## src/rtl/rf_wb_arbiter.sv

```systemverilog
// Write-back arbiter and pending-write scoreboard for the integer register file.
// Two requesters (ALU = A, LSU = B) share the single register-file write port
// under round-robin priority; the scoreboard tracks destination registers that
// were reserved at issue and have not yet been written back.
module rf_wb_arbiter #(
    parameter int XLEN = 32,
    parameter int NREG = 32,
    localparam int AW  = $clog2(NREG)
) (
    input  logic            clk,
    input  logic            rst_n,
    input  logic            a_valid,
    output logic            a_ready,
    input  logic [AW-1:0]   a_rd,
    input  logic [XLEN-1:0] a_data,
    input  logic            b_valid,
    output logic            b_ready,
    input  logic [AW-1:0]   b_rd,
    input  logic [XLEN-1:0] b_data,
    input  logic            rsv_en,
    input  logic [AW-1:0]   rsv_rd,
    input  logic [AW-1:0]   chk_rs1,
    input  logic [AW-1:0]   chk_rs2,
    output logic            busy_rs1,
    output logic            busy_rs2,
    output logic            stall,
    output logic            wb_wren,
    output logic [AW-1:0]   wb_rd_addr,
    output logic [XLEN-1:0] wb_data,
    output logic [NREG-1:0] pending
);

    // prio: 0 = A favoured, 1 = B favoured
    logic            prio;
    logic            hs_p0;
    logic [AW-1:0]   win_rd_p0;
    logic [XLEN-1:0] win_data_p0;
    logic            vld_p1;
    logic [AW-1:0]   rd_p1;
    logic [XLEN-1:0] data_p1;
    logic [NREG-1:0] pend_q;
    logic [NREG-1:0] pend_nxt;

    // Grant: an uncontested request always wins, contention resolved by prio.
    always_comb begin
        a_ready     = a_valid & (~b_valid | ~prio);
        b_ready     = b_valid & (~a_valid | prio);
        hs_p0       = a_ready | b_ready;
        win_rd_p0   = a_ready ? a_rd   : b_rd;
        win_data_p0 = a_ready ? a_data : b_data;
    end

    // Priority flips to the requester that was not served on every handshake.
    always_ff @(posedge clk or negedge rst_n) begin
        if (!rst_n) begin
            prio <= 1'b0;
        end else if (a_ready) begin
            prio <= 1'b1;
        end else if (b_ready) begin
            prio <= 1'b0;
        end
    end

    // ---- stage p0 -> p1: register the winning write onto the port ----
    // Writes to x0 consume the grant but never raise the write enable.
    always_ff @(posedge clk or negedge rst_n) begin
        if (!rst_n) begin
            vld_p1  <= 1'b0;
            rd_p1   <= '0;
            data_p1 <= '0;
        end else if (hs_p0) begin
            vld_p1  <= (win_rd_p0 != '0);
            rd_p1   <= win_rd_p0;
            data_p1 <= win_data_p0;
        end else begin
            vld_p1  <= 1'b0;
        end
    end

    // Scoreboard next state: clear on write-back, then set on reservation so a
    // new producer of the same register supersedes the one completing now.
    always_comb begin
        pend_nxt = pend_q;
        if (vld_p1) begin
            pend_nxt[rd_p1] = 1'b0;
        end
        if (rsv_en && (rsv_rd != '0)) begin
            pend_nxt[rsv_rd] = 1'b1;
        end
        pend_nxt[0] = 1'b0;
    end

    // Scoreboard register; all reservations are lost on reset.
    always_ff @(posedge clk or negedge rst_n) begin
        if (!rst_n) begin
            pend_q <= '0;
        end else begin
            pend_q <= pend_nxt;
        end
    end

    // Hazard lookups and port outputs.
    always_comb begin
        busy_rs1   = pend_q[chk_rs1];
        busy_rs2   = pend_q[chk_rs2];
        stall      = busy_rs1 | busy_rs2;
        wb_wren    = vld_p1;
        wb_rd_addr = rd_p1;
        wb_data    = data_p1;
        pending    = pend_q;
    end

endmodule

```

## config.mk

```make
export PLATFORM = sky130hd
export DESIGN_NAME = rf_wb_arbiter
export DESIGN_NICKNAME = d
export VERILOG_FILES = /design/src/rtl/rf_wb_arbiter.sv
export SDC_FILE = /design/constraint.sdc
export NUM_CORES = 1
export LEC_CHECK = 0
export BUFFER_PORTS_ARGS = -buffer_cell sky130_fd_sc_hd__buf_2
export CAP_MARGIN = 20
export CORE_UTILIZATION = 25
export DETAILED_ROUTE_END_ITERATION = 8
export HOLD_SLACK_MARGIN = 0.1
export PLACE_DENSITY = 0.53
export SLEW_MARGIN = 5
export SYNTH_ARGS = -nofsm -noshare
export SYNTH_HDL_FRONTEND = slang
export SYNTH_SLANG_ARGS = --single-unit
```

## constraint.sdc

```tcl
create_clock -name clk -period 1.43 [get_ports clk]
set_input_delay 0.0715 -clock clk [delete_from_list [all_inputs] [get_ports clk]]
set_output_delay 0.0715 -clock clk [all_outputs]
set_load 0.05 [all_outputs]
```

==> results of run 1 <==
[cell families after synthesis]
family,Yosys count,share of synthesized area
other,1,0.00107
buffers and inverters,26,0.0311
AO/OA/AOI/OAI,115,0.185
AND/OR/NAND/NOR,129,0.170
multiplexers,32,0.113
flip-flops,70,0.500
[layout make-up]
cell class | count | share of cell area
Multi-Input combinational cell | 277 | 0.283
Clock buffer | 13 | 0.0442
Timing Repair Buffer | 291 | 0.338
Inverter | 5 | 0.00307
Sequential cell | 70 | 0.291
Antenna cell | 1 | 0.000409
Tap cell | 176 | 0.0360
Clock inverter | 1 | 0.00491
[repair_timing]
item / in CTS / in global routing
endpoints found under the hold margin: 109 / 0
gates resized for setup: 16 / 10
setup endpoints to repair: 5 / 37
pin swaps: 5 / 3
hold buffers: 76 / 0
buffers inserted: 6 / 3
gates cloned: 1 / 0
[where the power goes]
part | total [W] | internal (W) | switching [W]
registers | 0.00320 | 0.00261 | 0.000584
logic | 0.00531 | 0.00178 | 0.00353
clock network | 0.00225 | 0.00147 | 0.000774
[worst min path at each step]
stage	from	to	depth (start not counted)
2_1_floorplan	rst_n	pending[10]$_DFF_PN0_	0
3_3_place_gp	rst_n	wb_data[17]$_DFFE_PN0P_	1
3_5_place_dp	rst_n	wb_data[14]$_DFFE_PN0P_	1
4_1_cts	rsv_rd[2]	pending[5]$_DFF_PN0_	3
5_1_grt	b_valid	prio$_DFFE_PN0P_	3
6_report	b_valid	prio$_DFFE_PN0P_	3
[worst reg2reg max path, delay by kind of cell, from the launching register on]
kind	cells	cell delay [ns]
AND/OR/NAND/NOR	1	0.43
AO/OA/AOI/OAI	2	0.28
flip-flops	1	0.46
[through the flow]
stage	hold WS, ns	instance area, µm²
final	0.130	6110
after global routing	0.128	6110
after CTS	0.115	6060
after detailed placement	-0.00748	4860
after global placement	-0.00274	4860
after floorplan	-0.224	3580
[registers in the layout, summed over array words and instances, names as in the netlist]
| signal | count |
|---|---|
| wb_wren | 1 |
| prio | 1 |
| wb_rd_addr | 5 |
| pending | 31 |
| wb_data | 32 |
[routing by layer]
layer,part of all wire,global-route usage,vias to the layer above
li1,-,-,1914
met1,0.43,0.252,1951
met2,0.46,0.305,256
met3,0.089,0.0335,28
met4,0.027,0.0895,0
met5,0,0,-
[cell usage in the layout, fill, tap and decap left out, types with 2 or more instances in the layout]
master	n
a21oi_1	8
dfrtp_2	21
dfrtp_1	49
or3b_4	2
nand2_4	2
dlygate4sd3_1	76
buf_6	6
a211oi_1	2
or3b_2	2
nand3b_1	10
nand3_1	11
mux4_2	6
inv_1	4
buf_4	43
mux2i_1	25
nand2_1	10
buf_12	3
nor2b_1	4
buf_2	161
or3_1	2
or4_1	2
o22ai_1	32
clkbuf_16	9
a22oi_1	4
nor2_1	76
o21ai_0	61
clkbuf_8	3
==> metrics.txt, run 1 <==
synthesis-to-finish area growth 74.4%; Final Max Tran Viols 0; drt total wl 13600 µm; DR WL/cell 16.3 µm; post-place setup slack -0.357 ns; final worst path period share 1.45; CP startpoint pending[23]$_DFF_PN0_; Ports 169; Remaining DRCs 0; core box area 13500 µm²; RePlAce Congestion 0.897; CTS tree yes; Post-Syn Area 3510 µm²; Synthesized Nets 467; syn_area_per_cell 9.40 µm²; flops & latches, synth 70; area leader, netlist dfrtp_1; CTS root buf clkbuf_16; final hold violations 0; I/O Buffers 167; unique cell type count in the Yosys netlist 32; die width 120 µm; cells after synthesis 373; most numerous cell in the Yosys netlist nor2_1; utilization after layout 0.454; Max Root-Sink Buffers 2; H-tree depth reported by CTS 3; CP Launch Type flip-flop; Max IR drop VDD 0.000565 V; Power, Total 0.0108 W; drt initial violations 248; Worst EP required 1.36 ns; final setup TNS -1.78 ns; vias in the first global route 4283; Synth top cells by count nor2_1, dfrtp_1, o21ai_0; number of core rows 42; WP depth 6; full die area 14500 µm²; PnR worst setup slack -0.643 ns; CTS buffer count 9; Post-synth EDFFs 0; synth top area cells dfrtp_1, o21ai_0, nor2_1; DRT Pass-1 Iters 4; Synth top area share 0.500; Top delay family on crit path simple AND/OR/NAND/NOR gates; nature of the critical path endpoint output pin; clock skew 0.00645 ns; outcome finished, violations left; power per cell area 1760 nW/µm²; Maximum Capacitance Violations 0; multi-input logic area 1730 µm²; Filler Cell Count 1258; crit path DAT 2.00 ns; Die Y 120 µm; layout cells sized above 1 0.412; initial core utilization 0.261; Cells after DPL 733; worst r2r src wb_rd_addr[2]$_DFFE_PN0P_; crit path cell chain mux4_2 > nand2b_4 > o2111ai_2 > nand4_1 > nand4b_1 > buf_6; sequential area share after synthesis 0.500; FF+latch area 1780 µm²; RSZ-0062 raised after global routing true; total congestion overflow 0; Routed Antenna Nets 0; kind of critical path flip-flop to output pin; Num Clock Sinks 70; initial antenna violation count 0; failing checks negative setup slack; first-pass GRT wire length 21700 µm; CP endpoint stall; final cell count without fillers 834; P_leak 2.77 nW; DR vias 4149; ys flop type dfrtp_1; final setup violation count 3; FMAX 0.482 GHz; worst skew pair latency 0.33 ns; Crit-path slowest cell mux4_2; RR Endpoint pending[3]$_DFF_PN0_; ys async rst share 1.00; All-Layer GR Usage 0.191; DP Wirelength 9440 µm; Clock transition at path regs 0.05 ns; r2r worst-path depth 3; reg-to-reg setup timing slack 0.12 ns; CP max stage delay 0.48 ns; Crit Path Max Fanout 4; HP Class primary input to flip-flop; Final min period 2.07 ns; largest net degree at the start of global routing 47; vias per inst 4.97; YS warnings 0; nets 748; CP Buf/Inv Count 1
No activity file was read; power rests on OpenSTA's default activity.
==> run 2, diff against run 1 <==
ABC_AREA = 1   (was default)
BUFFER_PORTS_ARGS = default   (was -buffer_cell sky130_fd_sc_hd__buf_2)
DONT_BUFFER_PORTS = 1   (was default)
PLACE_DENSITY = 0.43   (was 0.53)
==> run 2 against run 1 <==
Net effect: the flow finishes with violations (negative hold slack, negative setup slack); synthesized area up 6.2%; flip-flop and latch count stayed put; setup slack improved by 0.50 ns; maximum frequency increased by 31%; global-route usage down 1.3 points; combinational power is 22% lower; via count shrank 0.41%; critical path depth rose by 3; largest cell class is now sequential cells.
==> metrics.txt, run 2 <==
outcome finished, violations left; failing checks negative hold slack, negative setup slack; sequential area share after synthesis 0.471; GR peak layer met2; Crit Path Max Fanout 3; most frequent cells in the layout o21ai_0, nand2_1, dlygate4sd3_1; PnR worst setup slack -0.148 ns; CTS root buf clkbuf_16; synth top area cells dfrtp_1, o21ai_0, nand2_1; RR Endpoint wb_wren$_DFF_PN0_; H-tree depth reported by CTS 3; max reg flops 32; Num Clock Sinks 70; drt total wl 13700 µm; Die Y 124 µm; leading cell type in the layout, fill and taps excluded o21ai_0; Post-synth EDFFs 0; Ports 169; DP Wirelength 9560 µm; M3 GR Usage 0.0568; die width 124 µm; CP Launch Type flip-flop; nature of the critical path endpoint output pin; reg-to-reg setup timing slack 0.09 ns; RSZ-0062 raised after global routing true; multi-input logic area 1760 µm²; CTS tree yes; met1 Use GR 0.220; DRT Pass-1 Iters 5; full die area 15400 µm²; crit path DAT 1.51 ns; All-Layer GR Usage 0.178; first-pass GRT wire length 20800 µm; I/O Buffers 0; cells after synthesis 499; DR WL/cell 16.7 µm; power per cell area 1760 nW/µm²; Final min period 1.58 ns; ys flop type dfrtp_1; CP max stage delay 0.43 ns; largest net degree at the start of global routing 71; FMAX 0.634 GHz; hold slack -0.565 ns; clock skew 0.00573 ns; vias per inst 5.05; area leader, netlist dfrtp_1; vias in the first global route 3947; number of core rows 44; met2 usage 0.292; YS warnings 0; worst skew pair latency 0.32 ns; most numerous cell in the Yosys netlist nand2_1; Max Root-Sink Buffers 2; Rel. slew slack 0.395; final setup TNS -0.368 ns; Post-Syn Area 3720 µm²; Crit-path slowest cell dfrtp_2; Remaining DRCs 0; flops & latches, synth 70; kind of critical path flip-flop to output pin; total congestion overflow 0; ys async rst share 1.00; Synth top area share 0.471; worst r2r src prio$_DFFE_PN0P_; nets 723; Routed Antenna Nets 0; final cell count without fillers 818; unique cell type count in the Yosys netlist 23; Worst EP required 1.36 ns; Maximum Capacitance Violations 0; initial antenna violation count 0; layout cells sized above 1 0.226; CTS buffer count 9; synthesis-to-finish area growth 48.7%; final setup violation count 3; Final Max Tran Viols 0; r2r worst-path depth 7; core box area 14500 µm²; initial core utilization 0.256; Synthesized Nets 593; Cells after DPL 713; DR vias 4132; Clock transition at path regs 0.06 ns; P_leak 2.41 nW; Synth top cells by count nand2_1, o21ai_0, nand3_1; FF+latch area 1790 µm²; antenna diode count 0; crit path cell chain nand2_2 > nand3_1 > nand3_1 > nand2_2 > nand2_2 > nand3_2 > nand2_2 > nand2_2 > buf_12; crit-path most repeated cell nand2_2; syn_area_per_cell 7.46 µm²; RePlAce Congestion 0.904; Worst Tran Pin Value 0.907 ns; drt initial violations 306; final worst path period share 1.10; Filler Cell Count 1481; Max IR drop VDD 0.000566 V; HP Class primary input to asynchronous set/reset pin; final hold violations 70; post-place setup slack 0.0860 ns
run 2: power breakdown:
part	leakage (nW)	switching, W	internal [W]
registers	0.779	0.000899	0.00258
clock network	0.142	0.000818	0.00131
logic	1.49	0.00276	0.00137
total	2.41	0.00448	0.00525
run 2: cell type report:
cell class	count	share of cell area
clock buffer	13	0.0488
tap	184	0.0416
timing repair buffer	142	0.241
sequential	70	0.324
clock inverter	3	0.00317
multi-input combinational	374	0.319
inverter	32	0.0235
run 2: cells by family after synthesis:
| group | Yosys count | share of synthesized area |
|---|---|---|
| flops | 70 | 0.471 |
| mux | 1 | 0.00269 |
| simple gates | 235 | 0.266 |
| buf+inv | 55 | 0.0736 |
| other cells | 1 | 0.00101 |
| compound gates | 137 | 0.187 |
run 2: through the flow:
stage | instance area, µm² | util | total power, W | hold slack (ns)
floorplan | 3760 | - | 0.00590 | -0.224
global placement | 4280 | 0.295 | 0.00716 | -0.222
detailed placement | 4280 | 0.295 | 0.00720 | -0.222
CTS | 5370 | 0.369 | 0.00956 | -0.579
global route | 5530 | 0.381 | 0.0103 | -0.589
finish | 5530 | 0.381 | 0.00973 | -0.565
run 2: worst max-delay path by stage:
stage                          startpoint                end  slack, ns  cells after the start
CTS                 pending[28]$_DFF_PN0_              stall      -0.17                      9
global route         pending[8]$_DFF_PN0_              stall      -0.26                      9
global placement         prio$_DFFE_PN0P_  wb_wren$_DFF_PN0_       0.13                      7
finish              pending[29]$_DFF_PN0_              stall      -0.15                      9
floorplan            pending[7]$_DFF_PN0_              stall       0.04                      8
detailed placement       prio$_DFFE_PN0P_  wb_wren$_DFF_PN0_       0.09                      7
run 2: repair_timing:
item,4_1_cts,5_1_grt
buffers inserted,0,11
endpoints found under the setup margin,4,11
hold endpoints to repair,140,71
hold buffers,77,1
gates resized for setup,11,27
pin swaps,8,15
run 2: critical path: cells and delay by family, from the launching register on:
kind          cells  cell delay (ns)
buf+inv           1             0.15
flops             1             0.43
simple gates      8             0.62
run 2: metal layers:
layer  part of all wire  vias up
li1                   -     1927
met1               0.41     1948
met2               0.48      232
met3              0.094       25
met4              0.019        0
met5                  0        -
